$ cat src/rtl/multibyte_add_sequencer.sv
// rtl/multibyte_add_sequencer.sv - NBYTES-wide add/sub sequenced through one shared 8-bit adder
// Bytes are processed LSB first; the inter-byte carry lives only in carry_reg.
module multibyte_add_sequencer #(
   parameter int NBYTES = 4
) (
   input  logic                clk,
   input  logic                rst_n,
   input  logic                req_valid,
   output logic                req_ready,
   input  logic                req_sub,
   input  logic [8*NBYTES-1:0] req_a,
   input  logic [8*NBYTES-1:0] req_b,
   output logic [7:0]          add_a,
   output logic [7:0]          add_b,
   output logic                add_cin,
   input  logic [7:0]          add_sum,
   input  logic                add_cout,
   output logic                resp_valid,
   input  logic                resp_ready,
   output logic [8*NBYTES-1:0] result,
   output logic                carry_out,
   output logic                overflow,
   output logic                zero
);

   localparam int W    = 8 * NBYTES;
   localparam int IDXW = (NBYTES > 1) ? $clog2(NBYTES) : 1;
   localparam logic [IDXW-1:0] LAST_IDX = IDXW'(NBYTES - 1);

   typedef enum logic [1:0] {
      IDLE,
      RUN,
      DONE
   } state_t;

   state_t          state;
   state_t          state_next;
   logic [W-1:0]    a_reg;
   logic [W-1:0]    b_reg;
   logic [W-1:0]    result_reg;
   logic [IDXW-1:0] idx;
   logic            carry_reg;
   logic            carry_out_reg;
   logic            overflow_reg;
   logic            accept;
   logic            last_byte;

   always_ff @(posedge clk or negedge rst_n) begin
      if (!rst_n) begin
         state <= IDLE;
      end else begin
         state <= state_next;
      end
   end

   always_comb begin
      state_next = state;
      req_ready  = 1'b0;
      resp_valid = 1'b0;
      add_a      = 8'h00;
      add_b      = 8'h00;
      add_cin    = 1'b0;
      accept     = 1'b0;
      last_byte  = 1'b0;
      case (state)
         IDLE: begin
            req_ready = 1'b1;
            if (req_valid) begin
               accept     = 1'b1;
               state_next = RUN;
            end
         end
         RUN: begin
            add_a   = a_reg[8*idx +: 8];
            add_b   = b_reg[8*idx +: 8];
            add_cin = carry_reg;
            if (idx == LAST_IDX) begin
               last_byte  = 1'b1;
               state_next = DONE;
            end
         end
         DONE: begin
            resp_valid = 1'b1;
            if (resp_ready) begin
               state_next = IDLE;
            end
         end
         default: state_next = IDLE;
      endcase
   end

   // b_reg holds B already inverted for subtraction; the +1 enters as the initial carry.
   always_ff @(posedge clk or negedge rst_n) begin
      if (!rst_n) begin
         a_reg         <= '0;
         b_reg         <= '0;
         result_reg    <= '0;
         idx           <= '0;
         carry_reg     <= 1'b0;
         carry_out_reg <= 1'b0;
         overflow_reg  <= 1'b0;
      end else if (accept) begin
         a_reg     <= req_a;
         b_reg     <= req_sub ? ~req_b : req_b;
         carry_reg <= req_sub;
         idx       <= '0;
      end else if (state == RUN) begin
         result_reg[8*idx +: 8] <= add_sum;
         carry_reg              <= add_cout;
         if (last_byte) begin
            carry_out_reg <= add_cout;
            overflow_reg  <= (a_reg[W-1] == b_reg[W-1]) && (add_sum[7] != a_reg[W-1]);
         end else begin
            idx <= idx + IDXW'(1);
         end
      end
   end

   assign result    = result_reg;
   assign carry_out = carry_out_reg;
   assign overflow  = overflow_reg;
   assign zero      = (result_reg == '0);

endmodule

$ cat config.mk
export PLATFORM = sky130hd
export DESIGN_NAME = multibyte_add_sequencer
export DESIGN_NICKNAME = d
export VERILOG_FILES = /design/src/rtl/multibyte_add_sequencer.sv
export SDC_FILE = /design/constraint.sdc
export NUM_CORES = 1
export LEC_CHECK = 0
export BUFFER_PORTS_ARGS = -buffer_cell sky130_fd_sc_hd__buf_2
export CORE_UTILIZATION = 53
export CTS_CLUSTER_DIAMETER = 30
export DETAILED_ROUTE_END_ITERATION = 16
export PLACE_DENSITY_LB_ADDON = 0.15
export SLEW_MARGIN = 40
export SYNTH_ARGS = -nofsm -noshare
export SYNTH_HDL_FRONTEND = slang
export SYNTH_SLANG_ARGS = --single-unit
export TNS_END_PERCENT = 10
$ cat constraint.sdc
create_clock -name clk -period 2.9 [get_ports clk]
set_clock_uncertainty 0.15 [all_clocks]
set_input_delay 0.435 -clock clk [delete_from_list [all_inputs] [get_ports clk]]
set_output_delay 0.435 -clock clk [all_outputs]
set_load 0.01 [all_outputs]
=== Word level (Yosys, flattened, before mapping) ===
Index checks and enable logic that the tools add are counted.

* Flip-flop bits (word level): 103
* Input port bits: 78
* Output and inout port bits: 54
* Word-level logic and storage cells: 53

* Add/sub/neg operators: 2
* Eq/ne operators: 9
* Shift-type cells: 4
* Mux-type cells: 20
* Bitwise logic cells: 2
* Reduce and logical (&&, ||, !) cells: 8

{| class="wikitable"
|+ Operators with widths
! operator !! number
|-
| $shiftx A32 B6 Y8 || 2
|-
| $neg A5 Y34 || 1
|-
| $shift A8 B34 Y32 const A || 1
|-
| $shiftx A8 B34 Y32 || 1
|-
| $bwmux W32 || 1
|-
| $logic_not A32 Y1 || 1
|-
| $mux W32 || 1
|-
| $not A32 Y32 || 1
|-
| $mux W8 || 2
|-
| $mux W2 || 6
|-
| $mux W1 || 9
|-
| $ne A2 B2 Y1 const B || 4
|-
| $pmux W2 S3 || 1
|-
| $reduce_and A3 Y1 || 2
|-
| $eq A2 B2 Y1 const B || 2
|-
| $reduce_and A2 Y1 || 2
|-
| $add A2 B1 Y2 const B || 1
|-
| $eq A2 B1 Y1 const B || 1
|-
| $logic_not A2 Y1 || 1
|-
| $reduce_bool A2 Y1 || 1
|-
| $eq A1 B1 Y1 || 1
|-
| $logic_and A1 B1 Y1 || 1
|-
| $ne A1 B1 Y1 || 1
|-
| $not A1 Y1 || 1
|}

=== Longest topological paths before layout ===
Gate-level depths: netlist of the first run.

* Depth after elaboration: 6
* Depth in mapped cells: 7
* Mapped depth without buffers: 5

=== Worst setup path after synthesis of the first run ===
No wires, ideal clock.

* Path kind: flip-flop to flip-flop
* From: register idx[1]
* To: register result_reg[16], in the netlist result[16]
* Setup time: 0.067 ns
* Arrival time: 1.944 ns
* Required time: 2.683 ns
* Path slack: 0.739 ns
* Cell stages (with the launch flop): 8
* Path buffers: 2
* Cell sequence: dfrtp_1 buf_2 buf_2 inv_1 ha_1 inv_1 nor4b_4 a22o_1

* Longest elaborated chain between the ends: 3
* Elaborated cells between the ends (all ways): 4

{| class="wikitable"
|+ RTL lines
! item !! RTL line !! RTL
|-
| start: declaration || 41 || <nowiki>logic [IDXW-1:0] idx;</nowiki>
|-
| start signal: assignment || 114 || <nowiki>idx <= idx + IDXW'(1);</nowiki>
|-
| $neg A5 Y34 * || 108 || <nowiki>result_reg[8*idx +: 8] <= add_sum;</nowiki>
|-
| $shiftx A8 B34 Y32 / $shift A8 B34 Y32 (equally long branches) || 108 ||
|-
| $bwmux W32 * || 108 ||
|-
| end signal: indexed assignment || 108 ||
|-
| end: declaration || 40 || <nowiki>logic [W-1:0] result_reg;</nowiki>
|}

Every way passes the cells marked *; elsewhere a longest branch is shown, timed or not.
A chain may end at the register's enable or synchronous reset.

=== Worst setup path in the final report of the first run ===
* From: register state[0]
* To: output port add_b[6]

* Longest elaborated chain between the ends: 2

{| class="wikitable"
|+ RTL lines
! item !! RTL line !! RTL
|-
| start: declaration || 36 || <nowiki>state_t state;</nowiki>
|-
| start signal: assignment || 52 || <nowiki>state <= state_next;</nowiki>
|-
| $eq A2 B1 Y1 || 65 || <nowiki>case (state)</nowiki>
|-
| $mux W8 || 65 ||
|-
| end: declaration || 14 || <nowiki>output logic [7:0] add_b,</nowiki>
|}

No other way between the ends.

==> results_dict.tcl, run 1 <==
set metrics [dict create \
    status "finished clean" \
    final_nets 580 \
    combPwrFrac 0.476 \
    antenna_cells 0 \
    final_area_mm2 0.00574 \
    required_ns 2.32 \
    num_vias 3323 \
    critPathLaunchType "register" \
    synth_edf_count 0 \
    fin_tns_setup_ns 0 \
    p_clk_frac 0.124 \
    syn_avg_cell_area_um2 13.1 \
    critPathMaxStageDelay_ns 0.64 \
    start_util 0.552 \
    hold_path_class "primary input to register" \
    hold_viol 0 \
    max_freq_ghz 0.399 \
    cts_root_buffer "clkbuf_8" \
    holdWs_ns 0.120 \
    ios 132 \
    ant_nets 0 \
    seqPwrFrac 0.400 \
    place_area_mm2 0.00557 \
    clkTransAtPathRegs_ns 0.10 \
    drt-vias-per-instance 5.47 \
    r2r_cells 6 \
    final_cells 608 \
    die_w_um 97.5 \
    place.gp.congestion 0.766 \
    yosysTopAreaCell "dfrtp_1" \
    ys_top_cells_by_count "103 x dfrtp_1, 38 x nor2_1, 33 x a21oi_1, 33 x mux2_2, 33 x xnor2_1" \
    path_max_fanout 9 \
    coreArea_mm2 0.00876 \
    cts_max_level 3 \
    rsz0062_at_grt "false" \
    async_reset_ff_frac 1.00 \
    cellPowerDensity_mw_per_mm2 1110 \
    drt-pass1-iter-count 4 \
    cp_slowest_cell "dfrtp_1" \
    netlist_top_cells_area "dfrtp_1 53%, mux2_2 7.7%, mux4_2 7.4%, xnor2_1 6.0%, a22o_1 5.8%" \
    slew_violations 0 \
    p_sw_uw 2340 \
    relSlewSlack 0.618 \
    cts_buffer_depth 2 \
    end_kind "output pin" \
    cap_violations 0 \
    dp.cells 593 \
    post-route-min-period_ns 2.50 \
    track_usage 0.226 \
    p_leak_uw 0.00271 \
    ir_drop_mv 0.524 \
    die_y_um 97.5 \
    antenna_found_initial 0 \
    grt_first_pass_wirelength_um 17000 \
    drt_iter0_markers 118 \
    p_sw_frac 0.367 \
    synth.most_common_cell "dfrtp_1" \
    clkLatencyLatePin_ns 0.36 \
    cts_made_buffers 9 \
    die-area_mm2 0.00951 \
    route.detailed.drc 0 \
    cts_tree "done" \
    numPortBuffers 131 \
    ys.flop_type "dfrtp_1" \
    wire_per_inst_um 16.5 \
    intPower_uw 4040 \
    clock_sinks 103 \
    ys_seq_area_frac 0.533 \
    postCtsSetupRepairBufs 0 \
    hold_depth 2 \
    fp-row-count 34 \
    yosysTopAreaCellShare 0.533 \
    hpwlAfterDp_um 7050 \
    cp_cell_sequence "nor2b_1 > buf_4 > and2_1 > buf_2" \
    setup_viol 0 \
    crit_type "register to output pin" \
    netlist_instances 369 \
    ys_seq_elements 103 \
    grt_pass1_vias 3334 \
    globalRouteOverflowTotal 0 \
    finalWirelength_um 10000 \
    tightest_slew_ns 0.573 \
    synth_nets 452 \
    area_growth_pct 18.7 \
    synth_cell_type_count 31 \
    worst-endpoint-arrival_ns 1.92 \
    finalCritPeriodShare 0.864 \
    final_layout_size_suffix_gt1_frac 0.420 \
    fin_util 0.655 \
    grt_max_degree 102 \
    yosys_warnings 0 \
    netlist_area_mm2 0.00484 \
]
## power groups by stage
stage | Sequential [µW] | Clock, µW | Combinational (µW)
2_1_floorplan | 2530 | 0 | 2180
3_3_place_gp | 2550 | 0 | 3020
3_5_place_dp | 2580 | 0 | 3070
4_1_cts | 2550 | 816 | 3090
5_1_grt | 2660 | 864 | 3360
6_report | 2550 | 791 | 3040
## cell type report
class                           count  area, µm²
Timing Repair Buffer              140        756
Sequential cell                   103       2580
Inverter                            4       15.0
Multi-Input combinational cell    239       2090
Clock buffer                       11        141
Fill cell                         709       3020
Clock inverter                      3       21.3
Tap cell                          108        135
## what timing repair did
item	in CTS	in global routing
endpoints found under the hold margin	42	0
gates resized for setup	0	0
hold buffers	1	0
## final timing paths
kind / endpoint / from / slack, ns
hold / removal: state[1] / resp_ready / 0.12
setup / recovery: add_b[6] / state[0] / 0.40
setup reg to reg: result[17] / idx[0] / 0.70
hold reg to reg: overflow / overflow / 0.34
max in group asynchronous: b_reg[1] / rst_n / 1.42
min in group asynchronous: result[1] / rst_n / 0.46
## worst max-delay path: cells and delay by family (launching register included)
kind / cells / cell delay [ns]
buf+inv: 2 / 0.36
flops: 1 / 0.64
simple gates: 2 / 0.56
## cell families after synthesis
kind of cell / count (synthesis) / synth area share
compound gates: 69 / 0.0967
xor+xnor: 33 / 0.0598
fa+ha+maj: 5 / 0.0129
buf+inv: 27 / 0.0354
flops: 103 / 0.533
mux: 51 / 0.155
simple gates: 81 / 0.107
## metrics by stage
stage	power [µW]	setup WS, ns
after global routing	6890	0.249
after detailed placement	5660	0.695
after CTS	6460	0.329
final	6390	0.395
after floorplan	4710	0.739
after global placement	5570	0.734
## layer usage
metal	share of wire	track usage	vias up
li1	-	-	1583
met1	0.48	0.336	1643
met2	0.46	0.334	89
met3	0.052	0.0432	8
met4	0.0097	0.0758	0
met5	0	0	-
## cell usage in the layout (no fill, tap or decap), drive strengths merged, types with 3 or more instances in the layout
master / netlist / routed
and2: 17 / 17
nor4: 8 / 8
mux4: 16 / 16
buf: 22 / 139
a22o: 32 / 32
a21oi: 33 / 33
nor2: 39 / 39
clkbuf: 1 / 11
nor4b: 3 / 3
inv: 4 / 4
xnor2: 33 / 33
nand3b: 4 / 4
dfrtp: 103 / 103
mux2: 33 / 33
ha: 5 / 5
o21ai: 3 / 3
Power figures use the tool's default switching activity.
==> run 2, diff against run 1 <==
--- a/config.mk
+++ b/config.mk
@@ -6,7 +6,7 @@
 export NUM_CORES = 1
 export LEC_CHECK = 0
 export BUFFER_PORTS_ARGS = -buffer_cell sky130_fd_sc_hd__buf_2
-export CORE_UTILIZATION = 53
+export CORE_UTILIZATION = 50
 export CTS_CLUSTER_DIAMETER = 30
 export DETAILED_ROUTE_END_ITERATION = 16
 export PLACE_DENSITY_LB_ADDON = 0.15
==> results_dict.tcl, run 2 (synthesis results as in run 1) <==
set metrics [dict create \
    cts_root_buffer "clkbuf_8" \
    cts_buffer_depth 2 \
    final_common_cell "buf_2" \
    seqPwrFrac 0.402 \
    die-area_mm2 0.0101 \
    cts_max_level 3 \
    numPortBuffers 131 \
    slew_violations 0 \
    hold_path_class "primary input to register" \
    cp_cell_sequence "buf_4 > mux4_2 > and2_1 > buf_2" \
    dp.cells 615 \
    coreArea_mm2 0.00928 \
    place_area_mm2 0.00559 \
    clkTransAtPathRegs_ns 0.10 \
    wl_met3_um 527 \
    ant_nets 0 \
    cts_tree "done" \
    fin_tns_setup_ns 0 \
    final_layout_size_suffix_gt1_frac 0.423 \
    critPathLaunchType "register" \
    track_usage 0.216 \
    fp-row-count 35 \
    die_y_um 100 \
    area_growth_pct 19.5 \
    start_util 0.521 \
    drt-vias-per-instance 5.24 \
    nFillCells 808 \
    status "finished clean" \
    globalRouteOverflowTotal 0 \
    p_clk_frac 0.129 \
    cap_violations 0 \
    hpwlAfterDp_um 7310 \
    antenna_found_initial 0 \
    cp_slowest_cell "dfrtp_1" \
    postCtsSetupRepairBufs 0 \
    p_sw_uw 2390 \
    combPwrFrac 0.470 \
    holdWs_ns 0.123 \
    hold_viol 0 \
    clock_sinks 103 \
    cts_made_buffers 9 \
    final_cells 632 \
    relSlewSlack 0.578 \
    grt_max_degree 70 \
    cellPowerDensity_mw_per_mm2 1110 \
    final_area_mm2 0.00578 \
    wire_per_inst_um 16.3 \
    finalWirelength_um 10300 \
    met1_length_um 4870 \
    worst-endpoint-arrival_ns 2.15 \
    end_kind "output pin" \
    ios 132 \
    top_layer "met4" \
    required_ns 2.32 \
    p_sw_frac 0.371 \
    drt-pass1-iter-count 4 \
    max_freq_ghz 0.366 \
    finalCritPeriodShare 0.942 \
    post-route-min-period_ns 2.73 \
    final_nets 581 \
    post_cts_resized 0 \
    clkLatencyLatePin_ns 0.36 \
    tightest_slew_ns 0.634 \
    met2WireLength_um 4780 \
    crit_type "register to output pin" \
    path_max_fanout 11 \
    rsz0062_at_grt "false" \
    drt_iter0_markers 77 \
    die_w_um 100 \
    num_vias 3311 \
    route.detailed.drc 0 \
    critPathMaxStageDelay_ns 0.61 \
    antenna_cells 0 \
    intPower_uw 4050 \
    place.gp.congestion 0.804 \
    p_leak_uw 0.00272 \
    grt_first_pass_wirelength_um 16800 \
    final_cell_mix "129 x buf_2, 103 x dfrtp_1, 38 x nor2_1" \
    grt_pass1_vias 3345 \
    ir_drop_mv 0.482 \
    setup_viol 0 \
]
run 2: final timing paths:
kind	cells after the start	slack, ns	startpoint	end
max reg2reg	5	0.61	idx[0]	result[18]
max in group asynchronous	3	1.42	rst_n	b_reg[2]
min reg2reg	2	0.34	overflow	overflow
min	2	0.12	resp_ready	state[1]
max	4	0.17	idx[0]	add_a[0]
min in group asynchronous	2	0.47	rst_n	result[1]
run 2: per-stage QoR:
stage | power [µW] | setup WS (ns) | utilization
floorplan | 4710 | 0.739 | -
global placement | 5560 | 0.572 | 0.602
global route | 6920 | 0.0664 | 0.623
CTS | 6510 | 0.140 | 0.623
finish | 6440 | 0.169 | 0.623
detailed placement | 5660 | 0.571 | 0.602
run 2: critical path, delay by kind of cell (launching register included):
family | cells | cell delay, ns
buffers and inverters | 2 | 0.47
DFF | 1 | 0.61
and+or+nand+nor | 1 | 0.16
muxes | 1 | 0.53
run 2: per-layer routing:
layer | up-vias | global-route usage
li1 | 1580 | -
met1 | 1624 | 0.307
met2 | 95 | 0.341
met3 | 12 | 0.0383
met4 | 0 | 0.0635
met5 | - | 0
run 2: cell type report:
| cell class | instances | area, µm² | area share |
|---|---|---|---|
| Inverter | 4 | 15.0 | 0.00260 |
| Clock inverter | 5 | 41.3 | 0.00714 |
| Clock buffer | 11 | 141 | 0.0245 |
| Tap cell | 129 | 161 | 0.0279 |
| Sequential cell | 103 | 2580 | 0.446 |
| Multi-Input combinational cell | 239 | 2090 | 0.362 |
| Timing Repair Buffer | 141 | 751 | 0.130 |
run 2: what timing repair did:
| action | in CTS | in global routing |
|---|---|---|
| hold endpoints to repair | 43 | 0 |
| hold buffers | 1 | 0 |
| setup endpoints to repair | 0 | 0 |
run 2: power groups by stage:
| stage | clock [µW] | sequential [µW] | combinational [µW] |
|---|---|---|---|
| floorplan | 0 | 2530 | 2180 |
| global placement | 0 | 2580 | 2980 |
| detailed placement | 0 | 2610 | 3050 |
| CTS | 862 | 2590 | 3060 |
| global route | 923 | 2680 | 3320 |
| finish | 829 | 2590 | 3020 |
